### config.mk
export PLATFORM = sky130hd
export DESIGN_NAME = bist_ora
export DESIGN_NICKNAME = d
export VERILOG_FILES = /design/src/rtl/bist_ora.sv
export SDC_FILE = /design/constraint.sdc
export NUM_CORES = 1
export LEC_CHECK = 0
export ABC_AREA = 1
export BUFFER_PORTS_ARGS = -buffer_cell sky130_fd_sc_hd__buf_2
export CORE_MARGIN = 4
export CORE_UTILIZATION = 46
export DETAILED_ROUTE_END_ITERATION = 16
export PLACE_DENSITY = 0.8
export REMOVE_ABC_BUFFERS = 1
export SLEW_MARGIN = 20
export SYNTH_ARGS = -nofsm -noshare
export SYNTH_HDL_FRONTEND = slang
export SYNTH_SLANG_ARGS = --single-unit
### constraint.sdc
create_clock -name clk -period 1.9 [get_ports clk]
set_clock_uncertainty 0.1 [all_clocks]
set_input_delay 0.095 -clock clk [delete_from_list [all_inputs] [get_ports clk]]
set_output_delay 0.095 -clock clk [all_outputs]
set_load 0.01 [all_outputs]
### src/rtl/bist_ora.sv
`default_nettype none
// ============================================================================
// Module  : bist_ora
// Brief   : BIST output response analyzer: MISR compaction plus golden compare.
// Revision: 1.0  initial release
// ============================================================================
module bist_ora #(
    parameter int                 WIDTH    = 4,
    parameter int                 PATTERNS = 15,
    parameter logic [WIDTH-1:0]   POLY     = 4'b0011,
    parameter logic [WIDTH-1:0]   SEED     = 4'b0000,
    parameter logic [WIDTH-1:0]   GOLDEN   = 4'b0000
) (
    input  logic             clk,
    input  logic             rst,
    input  logic             en,
    input  logic [WIDTH-1:0] R,
    output logic [WIDTH-1:0] sig,
    output logic             busy,
    output logic             done,
    output logic             pass
);

    localparam int             CW   = $clog2(PATTERNS + 1);
    localparam logic [CW-1:0]  LAST = CW'(PATTERNS - 1);

    typedef enum logic [1:0] {
        S_IDLE     = 2'd0,
        S_COMPRESS = 2'd1,
        S_COMPARE  = 2'd2,
        S_DONE     = 2'd3
    } state_t;

    state_t           state_q, state_d;
    logic [WIDTH-1:0] sig_q, sig_d;
    logic [CW-1:0]    cnt_q, cnt_d;
    logic             done_q, done_d;
    logic             pass_q, pass_d;
    logic [WIDTH-1:0] misr_nxt;

    // Stage 0 always takes the feedback; POLY[0] is deliberately ignored.
    always_comb begin
        misr_nxt    = '0;
        misr_nxt[0] = sig_q[WIDTH-1] ^ R[0];
        for (int i = 1; i < WIDTH; i++) begin
            misr_nxt[i] = sig_q[i-1] ^ (POLY[i] & sig_q[WIDTH-1]) ^ R[i];
        end
    end

    always_comb begin
        state_d = state_q;
        sig_d   = sig_q;
        cnt_d   = cnt_q;
        done_d  = done_q;
        pass_d  = pass_q;
        case (state_q)
            S_IDLE: begin
                if (en) begin
                    state_d = S_COMPRESS;
                    sig_d   = SEED;
                    cnt_d   = '0;
                    done_d  = 1'b0;
                    pass_d  = 1'b0;
                end
            end
            S_COMPRESS: begin
                if (en) begin
                    sig_d = misr_nxt;
                    cnt_d = cnt_q + CW'(1);
                    if (cnt_q == LAST) begin
                        state_d = S_COMPARE;
                    end
                end
            end
            S_COMPARE: begin
                pass_d  = (sig_q == GOLDEN);
                done_d  = 1'b1;
                state_d = S_DONE;
            end
            S_DONE: begin
                // A new run requires en to drop first, so a held-high en cannot retrigger.
                if (!en) begin
                    state_d = S_IDLE;
                end
            end
            default: state_d = S_IDLE;
        endcase
    end

    always_ff @(posedge clk or negedge rst) begin
        if (!rst) begin
            state_q <= S_IDLE;
            sig_q   <= SEED;
            cnt_q   <= '0;
            done_q  <= 1'b0;
            pass_q  <= 1'b0;
        end else begin
            state_q <= state_d;
            sig_q   <= sig_d;
            cnt_q   <= cnt_d;
            done_q  <= done_d;
            pass_q  <= pass_d;
        end
    end

    assign sig  = sig_q;
    assign busy = (state_q == S_COMPRESS) || (state_q == S_COMPARE);
    assign done = done_q;
    assign pass = pass_q;

endmodule
`default_nettype wire

==> metrics.txt, run 1 <==
post-synthesis register bit count 12; via/cell ratio 5.02; global-route wire length before repair 2250 um; number of H-tree levels 1; Tightest Pin Transition 271 ps; total grt overflow 0; final slew viol count 0; clock latency on the worst-skew pair 260 ps; sequential cell area ~300 um^2; critical path startpoint category flip-flop; antenna violations before repair 0; Setup CP Type flip-flop to output port; dpl cells 108; CTS root buf clkbuf_4; antenna viol nets, final 0; CP arrival roughly 1300 ps; sequential share of the synthesized area 0.441; Seq pwr share 0.387; IO buf count 13; overall die width ~46 um; pin count of the biggest net entering global routing 13; Hold WS between 15 and 20 ps; DR DRC count 0; Power, Total 1.22 mW; clock buffer count from CTS 3; synthesized instance count 80; Slew headroom 0.819; via count ~560; routability cong. a little under 0.8; Synth Area per Inst between 8 and 9 um^2; Routed WL about 1300 um; # diodes 0; gr usage total 0.147; vias in the first global route between 500 and 600; final core occ 0.590; post-route cell area approximately 800 um^2; die height ~46 um; Layout area overhead 17.1%; max_cap viols 0; Tightest Hold Check Type input port to flip-flop; Critical Path RT 1700 ps; IO Pins 14; dpl cell area between 700 and 800 um^2; CTS tree yes; RSZ-0062 raised after global routing false; Setup WS post-layout 392 ps; slowest stage cell, crit path dfrtp_1; Routed WL per cell 11.4 um; crit-path max cell delay 480 ps; Setup-failing EPs final 0; Tcrit/Tclk final 0.794; Final HPWL DP about 1000 um; cell area after synthesis 681 um^2; final std cells w/o fill between 100 and 150; Comb power frac 0.492; critical path endpoint category output port; dpl ws around 480 ps; Sw Pwr 527 uW; Switching Fraction 0.433; layout cells sized above 1 0.196; DR iter-0 viols 3; Pleak approximately 0.44 nW; multi-input logic area 339 um^2; count of TritonRoute iterations in the first routing pass 2; largest fanout on the critical path 6; yosys warns 0; Die ar. 2160 um^2; peak supply drop slightly below 0.001 V; clk slew on worst S/H paths roughly 70 ps; Initial Utilization 0.504; setup TNS 0 ps; Power Internal just under 700 uW; CTS Sinks 12; Clock Path Buffers 2; Clock power frac 0.122; fmax between 600 and 700 MHz; Setup Fix Bufs, Post-CTS 0; count of cell types in the netlist 21; Hold Vio Cnt, Final 0; Final min period 1510 ps; outcome finished, final reports clean; Core ar. roughly 1400 um^2; site row count 13; pwr dens approximately 1500 nW/um^2; fillers 136; nets@finish about 110; crit-path cells inv_1 -> ha_1 -> buf_2
[critical path, delay by kind of cell (launching register included)]
| kind | cells | cell delay (ps) |
|---|---|---|
| DFF | 1 | 480 |
| buffers and inverters | 2 | 270 |
| adders and majority gates | 1 | 300 |
[synthesized netlist by cell type]
cell | number | share of area
nor3_1 | 1 | 0.0073
nor2_1 | 4 | 0.022
o21ai_0 | 2 | 0.015
a21boi_0 | 1 | 0.011
nor2_4 | 1 | 0.017
dfrtp_1 | 12 | 0.44
inv_1 | 10 | 0.055
o21ai_1 | 1 | 0.0073
xnor2_1 | 3 | 0.039
a21oi_1 | 2 | 0.015
ha_1 | 6 | 0.11
nand3_1 | 6 | 0.044
or2_1 | 1 | 0.0092
inv_2 | 1 | 0.0055
nand2_4 | 1 | 0.017
o21a_1 | 1 | 0.011
xor2_1 | 1 | 0.013
nand2_1 | 22 | 0.12
o21bai_1 | 1 | 0.011
nand3b_1 | 1 | 0.011
o22ai_1 | 2 | 0.018
[sequential cells by signal (all words and copies together), names as in the netlist]
signal	flops
cnt_q	4
pass	1
sig	4
done	1
state_q	2
[final cells by class]
type                    count  share of cell area
inverters                  11              0.0518
clock buffers               3              0.0283
flip-flops and latches     12               0.377
repair buffers             14              0.0942
multi-input cells          57               0.425
well taps                  15              0.0235
[power groups by stage]
stage / logic, mW / registers, mW / clock network, mW
2_1_floorplan: 0.404 / 0.486 / 0
3_3_place_gp: 0.583 / 0.468 / 0
3_5_place_dp: 0.600 / 0.478 / 0
4_1_cts: 0.606 / 0.473 / 0.152
5_1_grt: 0.691 / 0.490 / 0.167
6_report: 0.598 / 0.471 / 0.148
[timing repair]
action | in CTS | in global routing
setup endpoints to repair | 0 | 0
resized for setup | 0 | 0
hold endpoints to repair | 12 | 0
hold buffers | 1 | 0
[per-layer routing]
metal	GRT usage	part of all wire	vias to the layer above	wire length, um
met5	0	0	-	0
met4	0.0511	0.010	0	13
met3	0.0352	0.059	2	76
met2	0.272	0.50	13	644
met1	0.160	0.43	260	546
li1	-	-	287	-
[placed cells by master, fill, tap and decap left out, types with 2 or more instances in the layout]
master	count
o21ai_0	2
nor2_1	4
inv_1	10
clkbuf_4	3
a21oi_1	2
nand2_1	22
dfrtp_1	12
xnor2_1	3
buf_2	13
o22ai_1	2
nand3_1	6
ha_1	6
[cells by family (layout without fill, tap and decap cells)]
family,Yosys count,after routing,share of synthesized area
XOR/XNOR,4,4,0.0515
adder cells (fa/ha/maj),6,6,0.110
AND/OR/NAND/NOR,37,37,0.248
flip-flops,12,12,0.441
AO/OA/AOI/OAI,10,10,0.0882
buffers and inverters,11,28,0.0607
[worst paths after layout]
check	from	endpoint	slack [ps]	depth (start not counted)
max in group asynchronous	rst	state_q[1]$_DFFE_PN0P_	1350	2
min	R[2]	sig[2]$_DFFE_PN0P_	20	3
max	state_q[1]$_DFFE_PN0P_	busy	390	3
max reg2reg	state_q[1]$_DFFE_PN0P_	cnt_q[3]$_DFFE_PN0P_	480	5
min in group asynchronous	rst	sig[1]$_DFFE_PN0P_	130	2
min reg2reg	done$_DFFE_PN0P_	done$_DFFE_PN0P_	420	2
(Power assumes the default switching activity.)
==> run 2, diff against run 1 <==
- clock period: 1.9 -> 1.4 ns (I/O delays scaled with it)
==> run 2 against run 1 <==
Hold slack lost 5.6 ps. First-iteration DRC count grew 33%. Clock-buffer cell count is the same. Utilization grew 3.6 points. Sequential share of layout area shrank 2.2 points. Via count grew 2.7%. Setup slack lost 320 ps. Sequential power grew 32%. Highest routed layer unchanged.
==> metrics.txt, run 2 (synthesized netlist as in run 1, its figures left out) <==
outcome finished, final reports clean (unchanged); global-route wire length before repair 2270 um (was 2250 um); IO buf count 13 (unchanged); layout cells sized above 1 0.230 (was 0.196); final std cells w/o fill 115 (was 112); DR DRC count 0 (unchanged); max_cap viols 0 (unchanged); number of H-tree levels 1 (unchanged); gr usage total 0.153 (was 0.147); count of TritonRoute iterations in the first routing pass 4 (was 2); CTS tree yes (unchanged); Hold Startpoint R[3] (was R[2]); vias in the first global route 538 (was 571); CTS Sinks 12 (unchanged); Routed WL per cell 11.7 um (was 11.4 um); Setup-failing EPs final 0 (unchanged); overall die width 46.5 um (unchanged); # diodes 0 (unchanged); most common cell after layout, fill and taps aside nand2_1 (unchanged); CP arrival 1420 ps (was 1310 ps); peak supply drop 0.00142 V (was 0.000975 V); Slew headroom 0.810 (was 0.819); total grt overflow 0 (unchanged); Critical Path RT 1490 ps (was 1700 ps); final slew viol count 0 (unchanged); Final HPWL DP 965 um (was 1030 um); final core occ 0.627 (was 0.590); dpl cells 109 (was 108); site row count 13 (unchanged); via/cell ratio 5.02 (about the same); DR iter-0 viols 4 (was 3); IO Pins 14 (unchanged); critical path endpoint category flip-flop (was output port); largest fanout on the critical path 5 (was 6); Pleak 0.460 nW (was 0.445 nW); routability cong. 0.838 (was 0.780); Routed WL 1340 um (was 1280 um); clock buffer count from CTS 3 (unchanged); Setup CP Type flip-flop to flip-flop (was flip-flop to output port); via count 577 (was 562); Initial Utilization 0.504 (unchanged); pwr dens 2110 nW/um^2 (was 1530 nW/um^2); Die ar. 2160 um^2 (unchanged); Clock Path Buffers 2 (unchanged); Setup Fix Bufs, Post-CTS 0 (unchanged); Hold Path Depth 3 (unchanged); Core ar. 1350 um^2 (unchanged); R2R depth 6 (was 5); clock latency on the worst-skew pair 270 ps (was 260 ps); Reg2Reg Setup Slack 70 ps (was 480 ps); pin count of the biggest net entering global routing 13 (unchanged); Layout area overhead 24.3% (was 17.1%); critical path startpoint category flip-flop (unchanged); Tcrit/Tclk final 0.952; die height 46.5 um (unchanged); antenna violations before repair 0 (unchanged); Tightest Pin Transition 284 ps (was 271 ps); Hold Vio Cnt, Final 0 (unchanged); Worst R2R Start state_q[1]$_DFFE_PN0P_ (unchanged); nets@finish 115 (was 112); most frequent cells in the layout 21 x nand2_1, 12 x dfrtp_1, 12 x buf_2, 9 x inv_1, 6 x nand3_1 (was 22 x nand2_1, 13 x buf_2, 12 x dfrtp_1, 10 x inv_1); clk slew on worst S/H paths 70 ps (about the same); crit path from state_q[1]$_DFFE_PN0P_ (unchanged); CTS root buf clkbuf_4 (unchanged); antenna viol nets, final 0 (unchanged); Final min period about 1300 ps; post-route cell area 846 um^2 (was 797 um^2); fmax between 700 and 800 MHz; Tightest Hold Check Type input port to flip-flop (unchanged); dpl cell area 772 um^2 (was 764 um^2)
## run 2: per-layer routing
metal  vias up  wire length (um)  GRT usage
met1       261               604      0.194
met4         0                19     0.0682
li1        294                 -          -
met2        20               608      0.220
met5         -                 0          0
met3         2               111     0.0703
## run 2: final timing paths
kind,to
min in group asynchronous,sig[1]$_DFFE_PN0P_
max reg2reg,done$_DFFE_PN0P_
min,sig[3]$_DFFE_PN0P_
max,done$_DFFE_PN0P_
max in group asynchronous,cnt_q[1]$_DFFE_PN0P_
min reg2reg,pass$_DFFE_PN0P_
## run 2: metrics by stage
stage / worst slack, ps / hold slack [ps] / setup TNS, ps / total power, mW
2_1_floorplan: 84.6 / -326 / 0 / 1.21
3_3_place_gp: 105 / -143 / 0 / 1.44
3_5_place_dp: 95.6 / -137 / 0 / 1.47
4_1_cts: 6.68 / 5.69 / 0 / 1.69
5_1_grt: -2.32 / 27.0 / -4.30 / 1.98
6_report: 67.0 / 9.80 / 0 / 1.78
## run 2: critical path, cell delays in order, from the launching register on
cell,delay (ps)
dfrtp_1,420
buf_4,170
ha_1,180
inv_1,70
nand2_1,80
o21a_1,120
o21bai_1,120
## run 2: layout make-up
| class | instances | area (um^2) |
|---|---|---|
| flip-flops and latches | 12 | 300 |
| fillers | 110 | 504 |
| clock buffers | 3 | 22.5 |
| inverters | 11 | 41.3 |
| repair buffers | 17 | 109 |
| well taps | 15 | 18.8 |
| multi-input cells | 57 | 354 |
## run 2: report_power, final
group | internal (mW) | switching, mW | total (mW) | leakage (nW)
Clock | 0.0994 | 0.104 | 0.203 | 0.0138
Sequential | 0.491 | 0.132 | 0.622 | 0.158
Combinational | 0.435 | 0.523 | 0.958 | 0.289
Total | 1.03 | 0.758 | 1.78 | 0.460
## run 2: what timing repair did
| action | 4_1_cts | 5_1_grt |
|---|---|---|
| endpoints found under the hold margin | 14 | 0 |
| hold buffers | 3 | 0 |
| gates resized for setup | 0 | 5 |
| setup endpoints to repair | 0 | 6 |
==> run 3, diff against run 2 <==
- SETUP_SLACK_MARGIN: unset -> 0.4
==> run 3 against run 2 <==
Critical path type unchanged. Via count up 15%. Die area unchanged. Register-to-register slack gained 20 ps. Critical path depth is the same. First-iteration DRC count increased to 4.5 times the previous value.
==> metrics.txt, run 3 (synthesized netlist as in run 1, its figures left out) <==
Worst R2R Start state_q[1]$_DFFE_PN0P_ (unchanged); Tcrit/Tclk final 0.935 (was 0.952); Hold Startpoint R[0] (was R[3]); count of TritonRoute iterations in the first routing pass 4 (unchanged); Die ar. 2160 um^2 (unchanged); Seq pwr share 0.281 (was 0.349); slowest stage cell, crit path dfrtp_1 (unchanged); global-route wire length before repair 2730 um (was 2270 um); Switching Fraction 0.419 (was 0.425); outcome finished, final reports clean (unchanged); # diodes 0 (unchanged); Sw Pwr 923 uW (was 758 uW); Clock power frac 0.093 (was 0.114); peak supply drop 0.00151 V (was 0.00142 V); Power Internal 1.28 mW (was 1.03 mW); Hold Vio Cnt, Final 0 (unchanged); Initial Utilization 0.504 (unchanged); critical path endpoint category flip-flop (unchanged); nets@finish 123 (was 115); final core occ 0.721 (was 0.627); antenna viol nets, final 0 (unchanged); Setup CP Type flip-flop to flip-flop (unchanged); met3 GRT Util 0.0703 (unchanged); Layout area overhead 43.0% (was 24.3%); crit-path max cell delay 400 ps (was 420 ps); CP arrival 1370 ps (was 1420 ps); Slew headroom 0.813 (was 0.810); Tightest Hold Check Type input port to flip-flop (unchanged); GR peak layer met2 (unchanged); via count 666 (was 577); critical path startpoint category flip-flop (unchanged); CTS Sinks 12 (unchanged); RSZ-0062 raised after global routing true; setup TNS 0 ps (unchanged); largest fanout on the critical path 3 (was 5); Routed WL per cell 13.9 um (was 11.7 um); most used cell, CP nand2_1; pwr dens 2260 nW/um^2 (was 2110 nW/um^2); Critical Path RT 1460 ps (was 1490 ps); max_cap viols 0 (unchanged); met1 usage in global routing 0.222 (was 0.194); overall die width 46.5 um (unchanged); IO Pins 14 (unchanged); vias in the first global route 599 (was 538); most common cell after layout, fill and taps aside nand2_1 (unchanged); routability cong. 0.838 (unchanged); Tightest Pin Transition 281 ps (was 284 ps); clock latency on the worst-skew pair 270 ps (about the same); Routed WL 1710 um (was 1340 um); antenna violations before repair 0 (unchanged); via/cell ratio 5.41 (was 5.02); CTS root buf clkbuf_4 (unchanged); fmax 764 MHz (was 750 MHz); layout cells sized above 1 0.417 (was 0.230); Final HPWL DP 965 um (unchanged); Pleak 0.511 nW (was 0.460 nW); IO buf count 13 (unchanged); clk slew on worst S/H paths 70 ps (about the same); Setup-failing EPs final 0 (unchanged); GR Layer Usage met2 0.308 (was 0.220); fillers 99 (was 110); gr usage total 0.189 (was 0.153); final slew viol count 0 (unchanged); Core ar. 1350 um^2 (unchanged); pin count of the biggest net entering global routing 13 (unchanged); clock buffer count from CTS 3 (unchanged); total grt overflow 0 (unchanged); DR iter-0 viols 18 (was 4); number of H-tree levels 1 (unchanged); most frequent cells in the layout 20 x nand2_1, 11 x dfrtp_1, 11 x buf_2, 9 x buf_4, 7 x inv_1 (was 21 x nand2_1, 12 x dfrtp_1, 12 x buf_2, 9 x inv_1, 6 x nand3_1); crit-path cells buf_4 -> ha_1 -> a21oi_2 -> nand2_1 -> nand2_1 -> nand2_1 (was buf_4 -> ha_1 -> inv_1 -> nand2_1 -> o21a_1 -> o21bai_1); Final min period 1310 ps (was 1330 ps); Comb power frac 0.626 (was 0.537); site row count 13 (unchanged); DR DRC count 0 (unchanged); crit path from state_q[1]$_DFFE_PN0P_ (unchanged); CTS tree yes (unchanged); Clock Path Buffers 2 (unchanged); die height 46.5 um (unchanged)
==> run 3: metal layers <==
metal | vias to the layer above | wire [um]
li1 | 313 | -
met1 | 317 | 651
met2 | 30 | 883
met3 | 6 | 130
met4 | 0 | 39
met5 | - | 0
==> run 3: power by group through the flow <==
stage,sequential [mW],combinational (mW),clock (mW)
final,0.619,1.38,0.205
after global routing,0.641,1.53,0.239
after detailed placement,0.624,0.849,0
after floorplan,0.660,0.549,0
after CTS,0.619,1.20,0.215
after global placement,0.620,0.825,0
==> run 3: final timing paths <==
check	end	slack [ps]	cells after the start
max	state_q[1]$_DFFE_PN0P_	90	6
min	sig[0]$_DFFE_PN0P_	10	3
max reg2reg	state_q[1]$_DFFE_PN0P_	90	6
min reg2reg	done$_DFFE_PN0P_	430	2
max in group asynchronous	state_q[0]$_DFFE_PN0P_	850	2
min in group asynchronous	sig[1]$_DFFE_PN0P_	110	2
==> run 3: final cells by class <==
type | count | area [um^2] | share of cell area
multi-input cells | 57 | 404 | 0.415
flip-flops and latches | 12 | 302 | 0.310
repair buffers | 25 | 185 | 0.190
inverters | 11 | 41.3 | 0.0424
clock buffers | 3 | 22.5 | 0.0231
well taps | 15 | 18.8 | 0.0193
==> run 3: worst max-delay path, delay by kind of cell (launching register included) <==
kind | cells | cell delay [ps]
and+or+nand+nor | 3 | 210
adders and majority gates | 1 | 180
buffers and inverters | 1 | 150
AOI/OAI and AO/OA | 1 | 170
DFF | 1 | 400
==> run 3: repair_timing <==
action,CTS,global route
endpoints found under the setup margin,16,18
setup buffers,5,4
pin swaps,7,2
gates resized for setup,19,3
hold buffers,2,0
hold endpoints to repair,13,0
==> run 3: per-stage QoR <==
step | worst slack (ps) | std cells | power (mW) | hold WS (ps) | instance area, um^2
after detailed placement | 95.6 | 109 | 1.47 | -137 | 772
after global routing | 20.5 | 123 | 2.41 | 33.2 | 973
after floorplan | 84.6 | 80 | 1.21 | -326 | 681
after CTS | 99.6 | 119 | 2.03 | 0.586 | 930
final | 90.9 | 123 | 2.20 | 9.89 | 973
after global placement | 105 | 109 | 1.44 | -143 | 772
